<file path="config.mk">
export PLATFORM = sky130hd
export DESIGN_NAME = tempsens_vdac_sar_ctrl
export DESIGN_NICKNAME = d
export VERILOG_FILES = /design/src/rtl/tempsens_vdac_sar_ctrl.sv
export SDC_FILE = /design/constraint.sdc
export NUM_CORES = 1
export LEC_CHECK = 0
export ABC_AREA = 1
export BUFFER_PORTS_ARGS = -buffer_cell sky130_fd_sc_hd__buf_2
export CAP_MARGIN = 20
export CORE_MARGIN = 2
export CORE_UTILIZATION = 64
export DETAILED_ROUTE_END_ITERATION = 8
export PLACE_DENSITY_LB_ADDON = 0.1
export SYNTH_ARGS = -nofsm -noshare
export SYNTH_HDL_FRONTEND = slang
export SYNTH_SLANG_ARGS = --single-unit
</file>
<file path="constraint.sdc">
create_clock -name i_clk -period 2.25 [get_ports i_clk]
set_input_delay 0.3375 -clock i_clk [delete_from_list [all_inputs] [get_ports i_clk]]
set_output_delay 0.3375 -clock i_clk [all_outputs]
set_load 0.02 [all_outputs]
</file>
<file path="src/rtl/tempsens_vdac_sar_ctrl.sv">
// tempsens_vdac_sar_ctrl: SAR loop driving the tempsens DAC from delay-line late/early verdicts
module tempsens_vdac_sar_ctrl #(
    parameter int DAC_BITS       = 6,
    parameter int SETTLE_CYCLES  = 4,
    parameter int TIMEOUT_CYCLES = 255
) (
    input  logic                i_clk,
    input  logic                i_reset,
    input  logic                i_start,
    input  logic                i_meas_done,
    input  logic                i_meas_late,
    output logic [DAC_BITS-1:0] o_dac_data,
    output logic                o_dac_enable,
    output logic                o_meas_start,
    output logic                o_busy,
    output logic [DAC_BITS-1:0] o_result,
    output logic                o_result_valid,
    output logic                o_timeout
);
    localparam int BW = (DAC_BITS > 1) ? $clog2(DAC_BITS) : 1;
    localparam logic [2:0] S_IDLE   = 3'd0;
    localparam logic [2:0] S_SETTLE = 3'd1;
    localparam logic [2:0] S_START  = 3'd2;
    localparam logic [2:0] S_WAIT   = 3'd3;
    localparam logic [2:0] S_DONE   = 3'd4;

    logic [2:0]          state_q, state_d;
    logic [DAC_BITS-1:0] code_q, code_d;
    logic [BW-1:0]       bit_q, bit_d;
    logic [7:0]          set_cnt_q, set_cnt_d;
    logic [15:0]         to_cnt_q, to_cnt_d;
    logic [DAC_BITS-1:0] result_q, result_d;
    logic                timeout_q, timeout_d;
    logic                busy_q, meas_start_q, valid_q;

    always_comb begin
        state_d   = state_q;
        code_d    = code_q;
        bit_d     = bit_q;
        set_cnt_d = set_cnt_q;
        to_cnt_d  = to_cnt_q;
        result_d  = result_q;
        timeout_d = timeout_q;
        case (state_q)
            S_IDLE: if (i_start) begin
                state_d                = S_SETTLE;
                code_d                 = '0;
                code_d[DAC_BITS-1]     = 1'b1;
                bit_d                  = BW'(DAC_BITS - 1);
                set_cnt_d              = '0;
                timeout_d              = 1'b0;
            end
            S_SETTLE: begin
                set_cnt_d = set_cnt_q + 8'd1;
                state_d   = (set_cnt_q == 8'(SETTLE_CYCLES - 1)) ? S_START : S_SETTLE;
            end
            S_START: begin
                to_cnt_d = '0;
                state_d  = S_WAIT;
            end
            S_WAIT: begin
                to_cnt_d = to_cnt_q + 16'd1;
                // The START cycle counts toward the timeout window, hence the -2
                if (i_meas_done) begin
                    code_d[bit_q] = i_meas_late;
                    if (bit_q != '0) begin
                        code_d[bit_q - BW'(1)] = 1'b1;
                        bit_d                  = bit_q - BW'(1);
                        set_cnt_d              = '0;
                        state_d                = S_SETTLE;
                    end else begin
                        result_d = code_d;
                        state_d  = S_DONE;
                    end
                end else if (to_cnt_q == 16'(TIMEOUT_CYCLES - 2)) begin
                    timeout_d = 1'b1;
                    code_d    = '0;
                    state_d   = S_IDLE;
                end
            end
            default: state_d = S_IDLE;
        endcase
    end

    always_ff @(posedge i_clk or posedge i_reset) begin
        if (i_reset) begin
            state_q      <= S_IDLE;
            code_q       <= '0;
            bit_q        <= '0;
            set_cnt_q    <= '0;
            to_cnt_q     <= '0;
            result_q     <= '0;
            timeout_q    <= 1'b0;
            busy_q       <= 1'b0;
            meas_start_q <= 1'b0;
            valid_q      <= 1'b0;
        end else begin
            state_q      <= state_d;
            code_q       <= code_d;
            bit_q        <= bit_d;
            set_cnt_q    <= set_cnt_d;
            to_cnt_q     <= to_cnt_d;
            result_q     <= result_d;
            timeout_q    <= timeout_d;
            busy_q       <= state_d != S_IDLE;
            meas_start_q <= state_d == S_START;
            valid_q      <= state_d == S_DONE;
        end
    end

    assign o_dac_data     = code_q;
    assign o_dac_enable   = busy_q;
    assign o_busy         = busy_q;
    assign o_meas_start   = meas_start_q;
    assign o_result       = result_q;
    assign o_result_valid = valid_q;
    assign o_timeout      = timeout_q;
endmodule

</file>
Word level (Yosys, flattened, before mapping)
Index checks and enable logic that the tools add are counted.
- add/subtract/negate cells: 3
- shift operators: 0
- order comparisons: 4
- reductions and logical operators: 13
- div/mod/pow operators: 0
- multiplexer cells: 29
- bitwise logic cells: 2
- equal/unequal tests: 13
- multiply operators: 0
- operators with widths (kind ; count):
    16-bit case mux with 2 select lines ; 1
    6-bit 2-to-1 mux ; 4
    8-bit 2-to-1 mux ; 3
    8-bit case mux with 3 select lines ; 1
    3-bit 2-to-1 mux ; 7
    16-bit by 1-bit adder with 16-bit output (second input constant) ; 1
    16-bit by 8-bit equality test with 1-bit output (second input constant) ; 1
    3-bit case mux with 4 select lines ; 1
    6-bit case mux with 2 select lines ; 1
    4-bit AND reduction ; 3
    2-bit inequality test (second input constant) ; 5
    3-bit by 2-bit equality test with 1-bit output (second input constant) ; 3
    3-bit nonzero test ; 3
    8-bit by 1-bit adder with 8-bit output (second input constant) ; 1
    8-bit by 2-bit equality test with 1-bit output (second input constant) ; 1
    3-bit by 4-bit < comparator with 1-bit output (second input constant) ; 2
    6-bit bitwise mux ; 1
    1-bit demux with 3-bit select ; 2
    3-bit by 1-bit >= comparator with 1-bit output (second input constant) ; 2
    6-bit bitwise OR ; 1
    3-bit case mux with 2 select lines ; 1
    3-bit AND reduction ; 2
    1-bit 2-to-1 mux ; 5
    2-bit nonzero test ; 2
    9 further kinds ; 10
- memories kept: 0
- memory bits (writable): 0
- latch bits: 0
- output and inout bits: 17
- ROM bits: 0
- word-level logic and storage cells: 74
- register bits: 46

Logic depth before layout (Yosys ltp)
Gate-level depths: netlist of run 1.
- depth in word-level cells: 9
- gate-level depth with buffers: 11

Worst setup path after synthesis of run 1
No wires, ideal clock.
- path kind: reg-to-reg
- from: reg bit_q[0]
- to: reg result_q[0] (netlist: o_result[0])
- path slack: 0.835 ns
- arrival time: 1.289 ns
- required time: 2.124 ns
- path buffers: 1
- stages on the path, launching flop included: 9
- library setup time: 0.126 ns
- cell sequence: dfrtp_1 > inv_1 > ha_1 > inv_1 > nor2_1 > nand2_2 > buf_4 > nand2_1 > o21ai_2
- word-level cells in the longest chain between the ends: 5
- elaborated cells on any way between the ends: 9
- those cells by class: 2 x order compare; 3 x mux; 1 x bitwise; 3 x reduce/logical
- ends and longest elaborated chain (item ; line ; text):
    start, declared ; 29 ; logic [BW-1:0] bit_q, bit_d;
    start signal, assigned ; 100 ; bit_q <= bit_d;
    3-bit by 4-bit < comparator with 1-bit output (not written as such) / 3-bit by 1-bit >= comparator with 1-bit output (equally long branches) ; 65 ; code_d[bit_q] = i_meas_late;
    1-bit logical AND (not written as such) ; 65 ;
    1-bit 2-to-1 mux (not written as such) ; 65 ;
    1-bit demux with 3-bit select ; 65 ;
    6-bit bitwise mux ; 65 ;
    end signal, assigned ; 103 ; result_q <= result_d;
    end, declared ; 32 ; logic [DAC_BITS-1:0] result_q, result_d;
Several ways; a longest one is shown, not always the timed one.
A chain may end at the register's enable or synchronous reset.

Worst setup path after layout of run 1
- from: reg state_q[2]
- to: reg result_q[4] (netlist: o_result[4])
- word-level cells in the longest chain between the ends: 2
- ends and longest elaborated chain (item ; line ; text):
    start, declared ; 27 ; logic [2:0] state_q, state_d;
    start signal, assigned ; 98 ; state_q <= state_d;
    3-bit by 2-bit equality test with 1-bit output ; 44 ; case (state_q)
    3-bit AND reduction (no source line) ; -- ;
No other way between the ends.

==> flow_summary.json, run 1 <==
{
  "final_antenna_net_count": 0,
  "synthesis.area_um2": 2555,
  "setup_tns_ns": 0,
  "crit_cells": 8,
  "wl_per_cell_um": 12.85,
  "nFillCells": 301,
  "port-buffer-count": 21,
  "reg2regPathDepth": 8,
  "fin_area_um2": 2803,
  "path_clk_slew_ns": 0.09,
  "drive_above_1_share": 0.1257,
  "row_count": 22,
  "cts_max_level": 2,
  "area_delta_synth_final_pct": 9.696,
  "ys.warnings.count": 0,
  "power_density_nw_per_um2": 1140,
  "crit_arrival_ns": 1.89,
  "first_pass_iters": 5,
  "grtUsageTotal": 0.2753,
  "core-area_um2": 3744,
  "cts_max_path_buffers": 2,
  "cts_buffers": 5,
  "grt_antenna_before_repair": 0,
  "drtIter0Drc": 371,
  "n_antenna_cell": 0,
  "max_stage_delay_ns": 0.41,
  "start_util": 0.6825,
  "routed_wirelength_um": 5424,
  "cp_num_buf_inv": 2,
  "finClkSkew_ns": 0.009164,
  "grt_first_pass_wirelength_um": 9273,
  "ys_types": 23,
  "dp_hpwl_um": 3934,
  "crit_chain": "inv_1 -> nand2_1 -> nor2_4 -> nand2_2 -> clkinv_2 -> nand2_2 -> nand2_1 -> o21ai_0",
  "gp_congestion": 0.9195,
  "drv_slew": 0,
  "instances_no_fill": 422,
  "clock_sinks": 46,
  "yosysTopAreaCell": "dfrtp_1",
  "dieArea_um2": 4514,
  "grt_pass1_vias": 2101,
  "post-cts-setup-buffers": 0,
  "clock.fmax_mhz": 584.8,
  "hold_viol": 0,
  "synth_area_per_cell_um2": 7.363,
  "yosys-top-cells-area": "dfrtp_1 (45%), nand2_1 (13%), inv_1 (8.8%), o21ai_0 (7.2%), nand3_1 (6.7%)",
  "irDropWorstVdd_mv": 0.6994,
  "netlist_instances": 347,
  "period_share": 0.7600,
  "critical_path_class": "flip-flop to flip-flop",
  "rsz0062_at_grt": "no",
  "maxCapViolations": 0,
  "worstPathMaxFanout": 22,
  "setup_viol": 0,
  "hp-class": "primary input to asynchronous set/reset pin",
  "start_kind": "flip-flop",
  "cellLeakagePower_nw": 1.499,
  "hold_buffers": 0,
  "placed_area_um2": 2708,
  "slowest_stage": "dfrtp_1",
  "vias": 2298,
  "end_kind": "flip-flop",
  "cts-root-buf": "clkbuf_8",
  "slew_headroom": 0.6217,
  "ioPinCount": 22,
  "grt-ovfl-total": 0,
  "min_period_ns": 1.710,
  "synth_seq_cells": 46,
  "synth_nets": 357,
  "crit_family": "simple AND/OR/NAND/NOR gates",
  "viasPerCell": 5.445,
  "drc": 0,
  "ys_seq_area_frac": 0.4505,
  "worst_pin_slew_ns": 0.5675,
  "dp.cells": 414,
  "die_w_um": 67.19,
  "nets": 383,
  "status": "finished clean",
  "tritoncts": "built",
  "worstSkewPairLatency_ns": 0.30,
  "postCtsResizedCells": 0,
  "required_ns": 2.43,
  "synth_top_area_frac": 0.4505,
  "die_h_um": 67.19,
  "grt_max_degree": 47
}
## per-layer routing
| layer | vias up | GRT usage | routed length [um] |
|---|---|---|---|
| li1 | 1160 | - | - |
| met1 | 1059 | 0.3560 | 2528 |
| met2 | 64 | 0.4468 | 2504 |
| met3 | 15 | 0.06667 | 271 |
| met4 | 0 | 0.1097 | 120 |
| met5 | - | 0 | 0 |
## area by class of cell
class	instances	area [um^2]	area share
Inverter	61	230.2	0.08214
Tap cell	48	60.06	0.02143
Clock inverter	2	12.51	0.004464
Multi-Input combinational cell	236	1146	0.4089
Timing Repair Buffer	23	120.1	0.04286
Clock buffer	6	82.58	0.02946
Sequential cell	46	1151	0.4107
## registers in the layout (all words and copies together), names as in the netlist
name,cells
set_cnt_q,8
o_result_valid,1
o_dac_data,6
o_timeout,1
to_cnt_q,16
o_result,6
o_busy,1
state_q,3
o_meas_start,1
bit_q,3
## cell usage in the layout (no fill, tap or decap)
cell type,synthesis,layout
nand2_1,90,90
o21ai_1,3,3
nand3_1,34,34
nor2_2,1,1
nor3b_1,1,1
buf_4,3,2
nor3_2,1,1
xor2_1,2,2
dfrtp_1,46,46
clkbuf_8,0,6
nand4_1,12,12
xnor2_1,1,1
ha_1,5,5
buf_2,1,21
inv_1,60,59
nor2_4,1,1
o21ai_2,6,6
inv_2,0,1
nand2_2,5,5
o22ai_1,3,3
and2_1,1,1
o21ai_0,37,37
nor2_1,28,28
a21oi_1,5,5
clkinvlp_4,0,1
clkinv_2,1,2
## synth_stat cells
cell	n
nand2_1	90
inv_1	60
dfrtp_1	46
o21ai_0	37
nand3_1	34
nor2_1	28
nand4_1	12
o21ai_2	6
a21oi_1	5
ha_1	5
nand2_2	5
buf_4	3
o21ai_1	3
o22ai_1	3
xor2_1	2
and2_1	1
buf_2	1
clkinv_2	1
nor2_2	1
nor2_4	1
nor3_2	1
nor3b_1	1
xnor2_1	1
## path summary, 6_finish.rpt
path,from,endpoint,slack (ns)
setup / recovery,state_q[2],o_result[4],0.54
hold / removal,i_reset,set_cnt_q[4],0.16
setup reg to reg,state_q[2],o_result[4],0.54
hold reg to reg,o_result[2],o_result[2],0.48
max in group asynchronous,i_reset,to_cnt_q[4],1.70
min in group i_clk,i_meas_done,o_timeout,0.39
## cells by family (layout without fill, tap and decap cells)
family	count (synthesis)	after routing	synth area share
xor+xnor	3	3	0.01029
flops	46	46	0.4505
fa+ha+maj	5	5	0.02449
buf+inv	65	92	0.1009
simple gates	174	174	0.2977
compound gates	54	54	0.1161
## worst reg2reg max path, cell delays in order (launching register included)
cell and delay (ns):
dfrtp_1 0.41, inv_1 0.06, nand2_1 0.08, nor2_4 0.39
nand2_2 0.11, clkinv_2 0.11, nand2_2 0.20, nand2_1 0.13
o21ai_0 0.09
## per-stage QoR
stage / util / power [mW] / hold slack (ns) / setup slack, ns
4_1_cts: 0.7487 / 3.183 / 0.1838 / 0.5145
3_5_place_dp: 0.7233 / 2.646 / 0.4639 / 0.5306
3_3_place_gp: 0.7233 / 2.612 / 0.4615 / 0.6146
2_1_floorplan: - / 2.281 / 0.4890 / 0.8247
6_report: 0.7487 / 3.195 / 0.1597 / 0.5401
5_1_grt: 0.7487 / 3.487 / 0.2182 / 0.2883
## power breakdown
part | leakage (nW) | internal, mW | total, mW | switching [mW]
combinational | 0.836 | 0.445 | 1.44 | 0.993
clock | 0.0472 | 0.247 | 0.536 | 0.288
sequential | 0.616 | 1.04 | 1.22 | 0.184
Power figures use the tool's default switching activity.
==> run 2, diff against run 1 <==
ABC_AREA = 0   (was 1)
CORE_UTILIZATION = 53   (was 64)
clock period = 1.54 ns   (was 2.25 ns; I/O delays follow)
==> flow_summary.json, run 2 <==
{
  "status": "complete, but fails checks",
  "failed_checks": "setup timing",
  "viasPerCell": 5.526,
  "cts_max_path_buffers": 2,
  "synth_commonest_cells": "dfrtp_1 (46), nand2_1 (32), nor2_1 (29), o21ai_0 (19), nand3_1 (13)",
  "synth_seq_cells": 46,
  "worstSkewPairLatency_ns": 0.30,
  "hp-class": "primary input to flip-flop",
  "holdPathStages": 2,
  "dp_hpwl_um": 3833,
  "area_delta_synth_final_pct": 43.87,
  "row_count": 24,
  "power_density_nw_per_um2": 1572,
  "gp_congestion": 0.8755,
  "min_period_ns": 1.721,
  "cellLeakagePower_nw": 1.602,
  "clock.fmax_mhz": 580.9,
  "timing.rr.start": "to_cnt_q[0]",
  "synth_edf_count": 0,
  "finClkSkew_ns": 0.01025,
  "grtUsageTotal": 0.2370,
  "core-area_um2": 4324,
  "biggestRegsByFlops": "to_cnt_q: 16 flops, set_cnt_q: 8 flops",
  "ioPinCount": 22,
  "dieArea_um2": 5000,
  "n_antenna_cell": 0,
  "drv_slew": 0,
  "die_h_um": 70.71,
  "rsz0062_at_grt": "yes",
  "grt_antenna_before_repair": 0,
  "yosys-top-cells-area": "dfrtp_1 (49%), nand2_1 (5.1%), nor2_1 (4.6%), mux2i_1 (4.2%), o21ai_0 (4.0%)",
  "drc": 0,
  "slew_headroom": 0.7669,
  "ys.warnings.count": 0,
  "end_kind": "flip-flop",
  "worst_pin_slew_ns": 0.3470,
  "grt-ovfl-total": 0,
  "path_clk_slew_ns": 0.09,
  "reg2regPathDepth": 5,
  "largest_register_ffs": 16,
  "ys_types": 45,
  "layout_commonest_cell": "buf_4",
  "cts_buffers": 5,
  "start_util": 0.5454,
  "setup_ws_ns": -0.1814,
  "start_kind": "flip-flop",
  "yosysTopAreaCell": "dfrtp_1",
  "worstPathMaxFanout": 5,
  "ys_seq_area_frac": 0.4881,
  "synth_area_per_cell_um2": 9.249,
  "power.total_mw": 5.335,
  "ys_async_sr_fraction": 1.000,
  "hp-start": "i_meas_done",
  "grt_pass1_vias": 2056,
  "die_w_um": 70.71,
  "vias": 2155,
  "cts_max_level": 2,
  "rrSetupSlack_ns": -0.18,
  "setup_tns_ns": -1.095,
  "crit_arrival_ns": 1.91,
  "critical_path_class": "flip-flop to flip-flop",
  "maxCapViolations": 0,
  "hold_path_end": "o_timeout",
  "synth_nets": 265,
  "required_ns": 1.73,
  "layout_common_cells": "buf_4 (47), dfrtp_1 (43), nand2_1 (31)",
  "clock_sinks": 46,
  "period_share": 1.118,
  "routed_wirelength_um": 5646,
  "instances_no_fill": 390,
  "wl_per_cell_um": 14.48,
  "synthFlopType": "dfrtp_1",
  "final_antenna_net_count": 0,
  "drive_above_1_share": 0.4349,
  "port-buffer-count": 21,
  "first_pass_iters": 6,
  "netlist_instances": 255,
  "cts-root-buf": "clkbuf_8",
  "nets": 347,
  "synthesis.area_um2": 2359,
  "setup_viol": 15,
  "tritoncts": "built",
  "registers.top_by_ff_count": "to_cnt_q",
  "synth_most_common_cell": "dfrtp_1",
  "grt_max_degree": 47,
  "dp.cells": 370,
  "grt_first_pass_wirelength_um": 9425,
  "drtIter0Drc": 139,
  "synth_top_area_frac": 0.4881,
  "timing.rr.end": "o_dac_data[5]",
  "hold_viol": 0,
  "irDropWorstVdd_mv": 1.393
}
[run 2: cell types whose count changed in the layout (fill, tap and decap cells not counted), moves of 8 or more]
cell,delta
mux2i_1,+9
o21ai_0,-26
buf_4,+45
nand3_1,-22
nand4_1,-8
buf_6,+11
nand2_1,-59
inv_1,-53
[run 2: how the worst max path moves through the flow]
stage	startpoint	end	slack [ns]	cells after the start
floorplan	to_cnt_q[0]	to_cnt_q[14]	-0.29	7
global placement	to_cnt_q[1]	to_cnt_q[14]	-0.14	6
detailed placement	to_cnt_q[0]	o_dac_data[5]	-0.17	5
CTS	to_cnt_q[0]	to_cnt_q[14]	-0.14	6
global route	to_cnt_q[1]	to_cnt_q[14]	-0.22	6
finish	to_cnt_q[0]	o_dac_data[5]	-0.18	5
[run 2: metrics by stage]
step	instance area, um^2	utilization	hold WS (ns)	setup slack, ns
2_1_floorplan	2454	-	0.3267	-0.2933
3_3_place_gp	2970	0.6869	0.2838	-0.1353
3_5_place_dp	2970	0.6869	0.2876	-0.1710
4_1_cts	3217	0.7439	0.2360	-0.1420
5_1_grt	3393	0.7847	0.2619	-0.2213
6_report	3393	0.7847	0.2665	-0.1814
[run 2: critical path, cell delays in order (launching register included)]
cell,delay [ns]
dfrtp_1,0.39
buf_4,0.15
ha_1,0.20
and4b_2,0.28
a31oi_4,0.23
mux2_2,0.36
[run 2: layout make-up]
| type | instances | area [um^2] |
|---|---|---|
| timing repair inverter | 1 | 7.507 |
| timing repair buffer | 82 | 631.9 |
| tap | 52 | 65.06 |
| clock buffer | 5 | 68.82 |
| multi-input combinational | 190 | 1395 |
| fill | 280 | 930.9 |
| clock inverter | 3 | 23.77 |
| sequential | 46 | 1155 |
| inverter | 11 | 46.29 |
[run 2: kinds of logic (layout without fill, tap and decap cells)]
kind of cell	count (synthesis)	in the layout	share of synthesized area
AO/OA/AOI/OAI	54	54	0.1411
buffers and inverters	19	102	0.03289
flip-flops	46	46	0.4881
multiplexers	12	12	0.05199
XOR/XNOR	5	5	0.01857
adder cells (fa/ha/maj)	5	5	0.02653
AND/OR/NAND/NOR	114	114	0.2409
[run 2: report_power, final]
group	switching [mW]	internal, mW	total, mW
Combinational	1.46	1.38	2.84
Clock	0.441	0.325	0.766
Sequential	0.256	1.47	1.73
[run 2: timing repair]
item                       CTS  global route
setup endpoints to repair   24            36
gates resized for setup     21            41
buffers inserted             6             4
hold buffers                 1             0
cloned                       0             1
hold endpoints to repair    46             0
pin swaps                   11            14
[run 2: metal layers]
metal	GRT usage	vias to the layer above	routed length, um
li1	-	1067	-
met1	0.3252	1043	2593
met2	0.3873	38	2814
met3	0.03704	7	162
met4	0.07966	0	76
met5	0	-	0
==> run 3, diff against run 2 <==
CORE_MARGIN = 5   (was 2)
==> flow_summary.json, run 3 (synthesis gave the netlist of run 2 again) <==
{
  "worstSkewPairLatency_ns": 0.30,
  "layout_commonest_cell": "buf_4",
  "reg2regPathDepth": 6,
  "finClkSkew_ns": 0.01392,
  "area_delta_synth_final_pct": 42.60,
  "combPwrFrac": 0.539,
  "fin_area_um2": 3363,
  "wl_per_cell_um": 15.58,
  "port-buffer-count": 21,
  "die_w_um": 76.71,
  "hold_path_end": "o_timeout",
  "drv_slew": 0,
  "clock_sinks": 46,
  "layout_common_cells": "buf_4 (55), dfrtp_1 (43), nand2_1 (32)",
  "grt_max_degree": 47,
  "row_count": 24,
  "cts_max_level": 2,
  "slew_headroom": 0.7431,
  "start_util": 0.5454,
  "min_period_ns": 1.705,
  "gp_congestion": 0.8913,
  "cts_max_path_buffers": 2,
  "grt_first_pass_wirelength_um": 10220,
  "cts_buffers": 5,
  "grt_pass1_vias": 2112,
  "viasPerCell": 5.589,
  "maxCapViolations": 0,
  "max_stage_delay_ns": 0.49,
  "worst_pin_slew_ns": 0.3824,
  "tritoncts": "built",
  "required_ns": 1.74,
  "grt_antenna_before_repair": 0,
  "final_antenna_net_count": 0,
  "n_antenna_cell": 0,
  "grt-ovfl-total": 0,
  "nets": 349,
  "holdPathStages": 3,
  "cp_common_cell": "nand3_2",
  "setup_ws_ns": -0.1649,
  "routed_wirelength_um": 6108,
  "cts-root-buf": "clkbuf_8",
  "drive_above_1_share": 0.4265,
  "clockPowerShare": 0.140,
  "largest_register_ffs": 16,
  "placed_area_um2": 2948,
  "hold_viol": 0,
  "path_clk_slew_ns": 0.09,
  "first_pass_iters": 4,
  "end_kind": "flip-flop",
  "drc": 0,
  "rrSetupSlack_ns": -0.16,
  "setup_viol": 16,
  "core-area_um2": 4324,
  "irDropWorstVdd_mv": 1.054,
  "biggestRegsByFlops": "to_cnt_q: 16 flops, set_cnt_q: 8 flops",
  "critical_path_class": "flip-flop to flip-flop",
  "failed_checks": "setup timing",
  "switching_share": 0.4037,
  "timing.rr.start": "to_cnt_q[1]",
  "status": "complete, but fails checks",
  "clock.fmax_mhz": 586.6,
  "hp-class": "primary input to flip-flop",
  "dieArea_um2": 5884,
  "start_kind": "flip-flop",
  "seq_power_share": 0.322,
  "crit_chain": "ha_2 -> nand3_2 -> or4_4 -> or3_4 -> nand3_2 -> o21ai_2",
  "vias": 2191,
  "registers.top_by_ff_count": "to_cnt_q",
  "die_h_um": 76.71,
  "drtIter0Drc": 140,
  "timing.rr.end": "to_cnt_q[14]",
  "switchingPower_mw": 2.158,
  "rsz0062_at_grt": "yes",
  "grtUsageTotal": 0.2101,
  "crit_arrival_ns": 1.90,
  "power_density_nw_per_um2": 1590,
  "worstPathMaxFanout": 2,
  "period_share": 1.107,
  "fin_util": 0.7778,
  "dp_hpwl_um": 3996,
  "p_int_mw": 3.188,
  "hp-start": "i_meas_done",
  "ioPinCount": 22,
  "slowest_stage": "or4_4",
  "cellLeakagePower_nw": 1.592
}
[run 3: cell count changes in the layout (fill, tap and decap cells not counted), sizes merged]
cell      change
buf           +3
clkinvlp      -3
clkinv        +2
[run 3: metrics by stage]
| step | setup TNS [ns] | setup WS, ns | instances | total power [mW] | hold WS [ns] |
|---|---|---|---|---|---|
| after floorplan | -0.5817 | -0.2933 | 255 | 3.119 | 0.3267 |
| after global routing | -2.735 | -0.2355 | 392 | 5.720 | 0.3130 |
| after detailed placement | -1.676 | -0.1973 | 367 | 3.945 | 0.2885 |
| final | -0.9693 | -0.1649 | 392 | 5.347 | 0.3203 |
| after CTS | -0.9528 | -0.1720 | 382 | 5.061 | 0.3049 |
| after global placement | -0.8635 | -0.1259 | 367 | 3.891 | 0.2868 |
[run 3: repair_timing]
| action | CTS | global route |
|---|---|---|
| hold buffers | 1 | 0 |
| endpoints found under the hold margin | 46 | 0 |
| setup endpoints to repair | 24 | 37 |
| resized for setup | 24 | 21 |
| pin swaps | 12 | 17 |
| setup buffers | 6 | 10 |
[run 3: worst max-delay path by stage]
stage	start	endpoint	slack, ns	cells past startpoint
finish	to_cnt_q[1]	to_cnt_q[14]	-0.16	6
global route	to_cnt_q[1]	to_cnt_q[14]	-0.24	6
CTS	to_cnt_q[1]	to_cnt_q[14]	-0.17	6
detailed placement	to_cnt_q[1]	to_cnt_q[14]	-0.20	6
global placement	to_cnt_q[1]	to_cnt_q[14]	-0.13	6
floorplan	to_cnt_q[0]	to_cnt_q[14]	-0.29	7
[run 3: area by class of cell]
class	instances	area, um^2
clock buffer	5	68.82
clock inverter	3	21.27
fill	299	960.9
inverter	11	42.54
multi-input combinational	190	1375
sequential	46	1155
tap	52	65.06
timing repair buffer	85	635.6
[run 3: routing by layer]
layer,vias up,part of all wire,GRT usage
met1,1055,0.46,0.2967
met5,-,0,0
met3,4,0.049,0.04450
met4,0,0.0054,0.03846
li1,1069,-,-
met2,63,0.49,0.3362
[run 3: critical path, delay by kind of cell, from the launching register on]
kind                     cells  cell delay [ns]
AO/OA/AOI/OAI                1             0.05
flip-flops                   1             0.37
AND/OR/NAND/NOR              4             0.99
adder cells (fa/ha/maj)      1             0.20
[run 3: power by group through the flow]
stage / registers (mW) / clock network (mW) / logic, mW
2_1_floorplan: 1.84 / 0 / 1.28
3_3_place_gp: 1.70 / 0 / 2.19
3_5_place_dp: 1.71 / 0 / 2.23
4_1_cts: 1.70 / 0.765 / 2.59
5_1_grt: 1.76 / 0.823 / 3.13
6_report: 1.72 / 0.746 / 2.88
